<file path="config.mk">
export PLATFORM = sky130hd
export DESIGN_NAME = spi_ram_arbiter
export DESIGN_NICKNAME = d
export VERILOG_FILES = /design/src/rtl/spi_ram_arbiter.sv
export SDC_FILE = /design/constraint.sdc
export NUM_CORES = 1
export LEC_CHECK = 0
export ABC_AREA = 1
export CORE_MARGIN = 2
export CORE_UTILIZATION = 45
export CTS_CLUSTER_SIZE = 40
export DETAILED_ROUTE_END_ITERATION = 8
export HOLD_SLACK_MARGIN = 0.08
export PLACE_DENSITY_LB_ADDON = 0.12
export RECOVER_POWER = 50
export SETUP_SLACK_MARGIN = 0.02
export SYNTH_ARGS = -nofsm -noshare
export SYNTH_HDL_FRONTEND = slang
export SYNTH_SLANG_ARGS = --single-unit
</file>
<file path="constraint.sdc">
create_clock -name clk -period 2.4 [get_ports clk]
set_input_delay 0.24 -clock clk [delete_from_list [all_inputs] [get_ports clk]]
set_output_delay 0.24 -clock clk [all_outputs]
set_load 0.005 [all_outputs]
</file>
<file path="src/rtl/spi_ram_arbiter.sv">
// spi_ram_arbiter: round-robin arbiter and command sequencer for a 10-bit-command SPI RAM.
// Ports: clk/rst_n; r0_*/r1_* requester handshakes and responses; rsp_err; ram_* RAM command/data; busy.
module spi_ram_arbiter #(
   parameter int ADDR_W  = 8,
   parameter int DATA_W  = 8,
   parameter int TIMEOUT = 4
) (
   input  logic              clk,
   input  logic              rst_n,
   input  logic              r0_valid,
   input  logic              r0_we,
   input  logic [ADDR_W-1:0] r0_addr,
   input  logic [DATA_W-1:0] r0_wdata,
   output logic              r0_ready,
   output logic              r0_rvalid,
   output logic [DATA_W-1:0] r0_rdata,
   input  logic              r1_valid,
   input  logic              r1_we,
   input  logic [ADDR_W-1:0] r1_addr,
   input  logic [DATA_W-1:0] r1_wdata,
   output logic              r1_ready,
   output logic              r1_rvalid,
   output logic [DATA_W-1:0] r1_rdata,
   output logic              rsp_err,
   output logic [ADDR_W+1:0] ram_din,
   output logic              ram_rx_valid,
   input  logic              ram_tx_valid,
   input  logic [DATA_W-1:0] ram_dout,
   output logic              busy
);

   typedef enum logic [1:0] {S_IDLE, S_ADDR, S_DATA, S_RDW} state_t;

   localparam logic [3:0] LP_TLAST = 4'(TIMEOUT - 1);

   state_t              r_state;
   state_t              w_next;
   logic                r_we;
   logic [ADDR_W-1:0]   r_addr;
   logic [DATA_W-1:0]   r_wdata;
   logic                r_owner;
   logic                r_last;
   logic [3:0]          r_tcnt;
   logic                r_rv0;
   logic                r_rv1;
   logic                r_err;
   logic [DATA_W-1:0]   r_rd0;
   logic [DATA_W-1:0]   r_rd1;
   logic                w_gnt0;
   logic                w_gnt1;
   logic                w_hs;
   logic                w_tmo;

   // On a tie the requester that was not granted last time wins.
   assign w_gnt0 = r0_valid & (~r1_valid | r_last);
   assign w_gnt1 = r1_valid & (~r0_valid | ~r_last);
   assign w_hs   = r0_ready | r1_ready;
   assign w_tmo  = (r_tcnt == LP_TLAST);

   assign r0_rvalid = r_rv0;
   assign r1_rvalid = r_rv1;
   assign r0_rdata  = r_rd0;
   assign r1_rdata  = r_rd1;
   assign rsp_err   = r_err;

   always_ff @(posedge clk or negedge rst_n) begin
      if (!rst_n) r_state <= S_IDLE;
      else        r_state <= w_next;
   end

   always_comb begin
      w_next = r_state;
      unique case (r_state)
         S_IDLE:  if (w_hs) w_next = S_ADDR;
         S_ADDR:  w_next = S_DATA;
         S_DATA:  w_next = r_we ? S_IDLE : S_RDW;
         S_RDW:   if (ram_tx_valid || w_tmo) w_next = S_IDLE;
         default: w_next = S_IDLE;
      endcase
   end

   // Ready is gated by rst_n so it stays low while reset is held.
   always_comb begin
      ram_rx_valid = 1'b0;
      ram_din      = '0;
      busy         = 1'b1;
      r0_ready     = 1'b0;
      r1_ready     = 1'b0;
      unique case (r_state)
         S_IDLE: begin
            busy     = 1'b0;
            r0_ready = rst_n & w_gnt0;
            r1_ready = rst_n & w_gnt1;
         end
         S_ADDR: begin
            ram_rx_valid = 1'b1;
            ram_din      = {(r_we ? 2'b00 : 2'b10), r_addr};
         end
         S_DATA: begin
            ram_rx_valid = 1'b1;
            ram_din      = r_we ? {2'b01, ADDR_W'(r_wdata)}
                                : {2'b11, {ADDR_W{1'b0}}};
         end
         S_RDW:   ;
         default: ;
      endcase
   end

   always_ff @(posedge clk or negedge rst_n) begin
      if (!rst_n) begin
         r_we    <= 1'b0;
         r_addr  <= '0;
         r_wdata <= '0;
         r_owner <= 1'b0;
         r_last  <= 1'b1;
         r_tcnt  <= '0;
         r_rv0   <= 1'b0;
         r_rv1   <= 1'b0;
         r_err   <= 1'b0;
         r_rd0   <= '0;
         r_rd1   <= '0;
      end else begin
         r_rv0 <= 1'b0;
         r_rv1 <= 1'b0;
         r_err <= 1'b0;
         if (w_hs) begin
            r_we    <= w_gnt0 ? r0_we    : r1_we;
            r_addr  <= w_gnt0 ? r0_addr  : r1_addr;
            r_wdata <= w_gnt0 ? r0_wdata : r1_wdata;
            r_owner <= w_gnt1;
            r_last  <= w_gnt1;
            r_tcnt  <= '0;
         end
         if (r_state == S_RDW) begin
            // A timeout returns zero data flagged with rsp_err.
            if (ram_tx_valid || w_tmo) begin
               r_err <= ~ram_tx_valid;
               if (r_owner) begin
                  r_rv1 <= 1'b1;
                  r_rd1 <= ram_tx_valid ? ram_dout : '0;
               end else begin
                  r_rv0 <= 1'b1;
                  r_rd0 <= ram_tx_valid ? ram_dout : '0;
               end
            end else begin
               r_tcnt <= r_tcnt + 4'd1;
            end
         end
      end
   end

endmodule

</file>
# Word-level counts from Yosys, hierarchy flattened
# Index checks and enable logic that the tools add are counted.
# W data, S select, Z words.
dict set report totals {
  register_bits 44
  inputBits 47
  out_inout_bits 33
  wordCells 63
}
dict set report classes {
  n_addsub 1
  n_eq_ne 6
  muxes 26
  bitwise 12
  reduce_logical 6
}
# operator n
set op_table {}
lappend op_table {{$mux W8} 3}
lappend op_table {{$pmux W10 S2} 1}
lappend op_table {{$mux W1} 13}
lappend op_table {{$mux W4} 3}
lappend op_table {{$mux W10} 1}
lappend op_table {{$mux W2} 4}
lappend op_table {{$pmux W2 S4} 1}
lappend op_table {{$reduce_and A3 Y1} 2}
lappend op_table {{$not A1 Y1} 5}
lappend op_table {{$add A4 B1 Y4 const B} 1}
lappend op_table {{$and A1 B1 Y1} 4}
lappend op_table {{$eq A2 B2 Y1 const B} 2}
lappend op_table {{$eq A4 B2 Y1 const B} 1}
lappend op_table {{$ne A2 B2 Y1 const B} 2}
lappend op_table {{$or A1 B1 Y1} 3}
lappend op_table {{$eq A2 B1 Y1 const B} 1}
lappend op_table {{$logic_not A2 Y1} 1}
lappend op_table {{$reduce_and A2 Y1} 1}
lappend op_table {{$reduce_or A2 Y1} 1}
lappend op_table {{$logic_or A1 B1 Y1} 1}

# Depth between registers and ports, before layout
dict set report logic_depth {
  ltp_word 9
  depth_mapped 10
  depth_no_buf 9
}

# Worst setup path after synthesis
# OpenSTA, ideal clock, no wires.
dict set report synth_path {
  kind {register to register}
  startpoint {register r_state[0]}
  endpoint {register r_addr[0]}
  t_arrival_ns 1.360
  t_required_ns 2.284
  slack_ns 0.924
  stages_incl_launch_ff 11
  cell_sequence {dfrtp_1 -> inv_1 -> ha_1 -> nand2_1 -> clkinv_1 -> nand3_2 -> nand2_2 -> buf_6 -> buf_6 -> nand2_1 -> nand2_1}
}
dict set report synth_via {
  elab_chain_len 3
}
# item line
set synth_rtl {}
lappend synth_rtl {{from (decl)} 36} ;# state_t r_state;
lappend synth_rtl {{from (signal assigned)} 68} ;# else r_state <= w_next;
lappend synth_rtl {{$logic_not A2 Y1 *} 89} ;# unique case (r_state)
lappend synth_rtl {{$mux W1} 89}
lappend synth_rtl {{$or A1 B1 Y1 *} 57} ;# assign w_hs = r0_ready | r1_ready;
lappend synth_rtl {{to (signal assigned)} 128} ;# r_addr <= w_gnt0 ? r0_addr : r1_addr;
lappend synth_rtl {{to (decl)} 39} ;# logic [ADDR_W-1:0] r_addr;
# Every way passes the cells marked *; elsewhere a longest branch is shown, timed or not.
# A chain may end at the register's enable or synchronous reset.

# Final worst setup path
dict set report layout_path {
  startpoint {register r_state[0]}
  endpoint {output port ram_din[9]}
}
dict set report layout_via {
  elab_chain_len 2
}
# item line
set layout_rtl {}
lappend layout_rtl {{$eq A2 B2 Y1 or $eq A2 B1 Y1 (tied branches)} 89}
lappend layout_rtl {{$pmux W10 S2 *} 89}
lappend layout_rtl {{to (decl)} 25} ;# output logic [ADDR_W+1:0] ram_din,
# Marks and branches as above.

==> impl_metrics.toml <==
[grt]
overflow = 0
grt_pass1_wl_um = 8980
grt_pass1_vias = 1990
grt_usage_pct = 18.8
grt_max_degree = 37
antenna_found_initial = 0

[min_path]
holdCritPathClass = "input pin to asynchronous set/reset pin"

[routing]
initialDrtViolationCount = 90
dr.pass1.iters = 4
wl_per_cell_um = 11.9
ant_nets = 0
route.detailed.drc = 0
vias = 2119
vias_per_cell = 4.73
wl_um = 5320

[flow_run]
maxCapViolCount = 0

[clock_network]
cts.path.max_buffers = 2
cts_sinks = 44
numCtsBuffers = 5
cts_tree = "done"
clock-root-buffer = "clkbuf_8"
htreeDepth = 2
insertion_delay_ps = 290
clk_pin_slew_ps = 80

[synth]
yosys.area_share.adder_pct = 3.65
yosysSeqAreaShare_pct = 46.0
yosys.area_share.xor_xnor_pct = 0.365
synthMuxAreaShare_pct = 0
syn_avg_cell_area_sq_um = 8.04
synth_cells = 298
mappedNetlistNets = 352
synth_compound_area_share_pct = 8.98
synth-simple-area-share_pct = 33.1
synth.distinct_cells = 24
synth_warnings = 0
synth-seq-cells = 44
netlist_area_sq_mm = 0.00240
synth_top_family_by_area = "simple AND/OR/NAND/NOR gates"

[placed_design]
placedCellCount = 437
port_buffers = 79
hpwl_um = 3940
routabilityCongestion = 0.736

[layout]
layout.nets = 431
layout-drive-gt1-share_pct = 11.4
final_cells = 448
layout_commonest_cell = "nand2_1"
insertedDiodeCount = 0
final_cell_mix = "132 x nand2_1, 65 x clkdlybuf4s50_1, 43 x dfrtp_1, 36 x nand3_1"
utilization_pct = 63.9
areaGrowthSynthToFinish_pct = 37.1

[floorplanning]
die_y_um = 77.0
die_area_sq_mm = 0.00593
io_pins = 80
core_area_sq_mm = 0.00514
start_util_pct = 46.6
die_w_um = 77.0
std_cell_rows = 26

[setup_path]
r2r_cells = 9
r2r-end = "r_tcnt[0]"
crit_type = "flip-flop to primary output"
r2r_start = "r_state[0]"
crit_fanout = 9
critPathLaunchType = "flip-flop"
endpoint_kind = "primary output"
cp_data_required_time_ps = 2160
arrival_ps = 2020
reg2reg_slack_ps = 440

[sta]
fin_crit_sh_pct = 94.0
rsz0062_at_grt = "false"
report.final.slew_viol_count = 0
fin_crit_ps = 2260
clock_skew_ps = 3.96
setup-violations-final = 0
max_slew_margin_pct = 41.4
tightest_slew_ps = 879
hold_viol = 0
hold_ws_ps = 367
timing.fmax_ghz = 0.443
tns_ps = 0

[pwr]
p_total_mw = 3.11
p_per_area_mw_per_mm2 = 947
ir_drop_mv = 0.362
cellLeakagePower_nw = 1.63

[status]
status = "finished clean"
synth_stat cells:
cell | instances | area share, %
or2_0 | 1 | 0.26
nor3_1 | 1 | 0.21
ha_1 | 7 | 3.7
nor2_2 | 1 | 0.26
inv_2 | 1 | 0.16
nand3_4 | 2 | 1.5
clkbuf_1 | 1 | 0.16
a21oi_1 | 10 | 2.1
dfstp_2 | 1 | 1.1
nand3_1 | 34 | 7.1
buf_6 | 7 | 3.3
nand3_2 | 2 | 0.84
xnor2_1 | 1 | 0.37
dfrtp_1 | 43 | 45
clkinv_1 | 2 | 0.31
nand2_2 | 3 | 0.78
o21ai_0 | 5 | 1.0
nor2_1 | 4 | 0.63
nand2_1 | 132 | 21
o21ai_2 | 16 | 5.8
buf_4 | 2 | 0.63
buf_2 | 4 | 0.84
inv_1 | 16 | 2.5
nand2_4 | 2 | 0.94
power breakdown:
group | leakage (nW) | internal (mW) | switching (mW) | total, mW
clock network | 0.0510 | 0.230 | 0.234 | 0.463
logic | 1.01 | 0.700 | 0.737 | 1.44
registers | 0.570 | 1.04 | 0.175 | 1.21
logic make-up (layout without fill, tap and decap cells):
logic type | after synthesis | after routing
AO/OA/AOI/OAI | 31 | 31
XOR/XNOR | 1 | 1
adder cells (fa/ha/maj) | 7 | 7
buffers and inverters | 33 | 113
flip-flops | 44 | 44
AND/OR/NAND/NOR | 182 | 182
final cells by class:
| type | count | area [sq um] |
|---|---|---|
| flip-flops and latches | 44 | 1100 |
| fillers | 503 | 1850 |
| well taps | 70 | 87.6 |
| clock inverters | 2 | 10.0 |
| repair buffers | 86 | 838 |
| inverters | 19 | 72.6 |
| clock buffers | 6 | 82.6 |
| multi-input cells | 221 | 1090 |
metrics by stage:
| step | setup WS, ps | area (sq um) |
|---|---|---|
| floorplan | 924 | 2400 |
| global placement | 380 | 3180 |
| detailed placement | 315 | 3180 |
| finish | 145 | 3290 |
| global route | 51.8 | 3290 |
| CTS | 31.1 | 3290 |
routing by layer:
layer	share of wire (%)	global-route usage (%)	up-vias
li1	-	-	1096
met1	47	25.1	950
met2	46	30.2	69
met3	6.1	5.41	4
met4	0.68	4.82	0
met5	0	0	-
sequential cells by signal (all words and copies together) (netlist names), 2 cells and up:
name	count
r0_rdata	8
r1_rdata	8
r_addr	8
r_wdata	8
r_tcnt	4
r_state	2
worst max-delay path by stage:
stage               startpoint          to  slack [ps]  depth (start not counted)
finish              r_state[0]  ram_din[9]         140                          5
global route        r_state[0]    r0_ready          50                          7
CTS                 r_state[0]  ram_din[5]          30                          5
detailed placement  r_state[1]  ram_din[9]         320                          5
global placement    r_state[0]  ram_din[9]         380                          5
floorplan           r_state[0]   r_addr[0]         920                         10
worst max-delay path, stage by stage (launching register included):
cell	delay, ps
dfrtp_1	380
inv_1	120
ha_1	340
clkinv_2	140
nor3_1	200
clkdlybuf4s50_1	550
timing repair:
action | 4_1_cts | 5_1_grt
buffers inserted | 0 | 2
gates resized for setup | 1 | 3
setup endpoints to repair | 3 | 9
hold buffers | 1 | 0
hold endpoints to repair | 8 | 0
No activity file was read; power rests on OpenSTA's default activity.
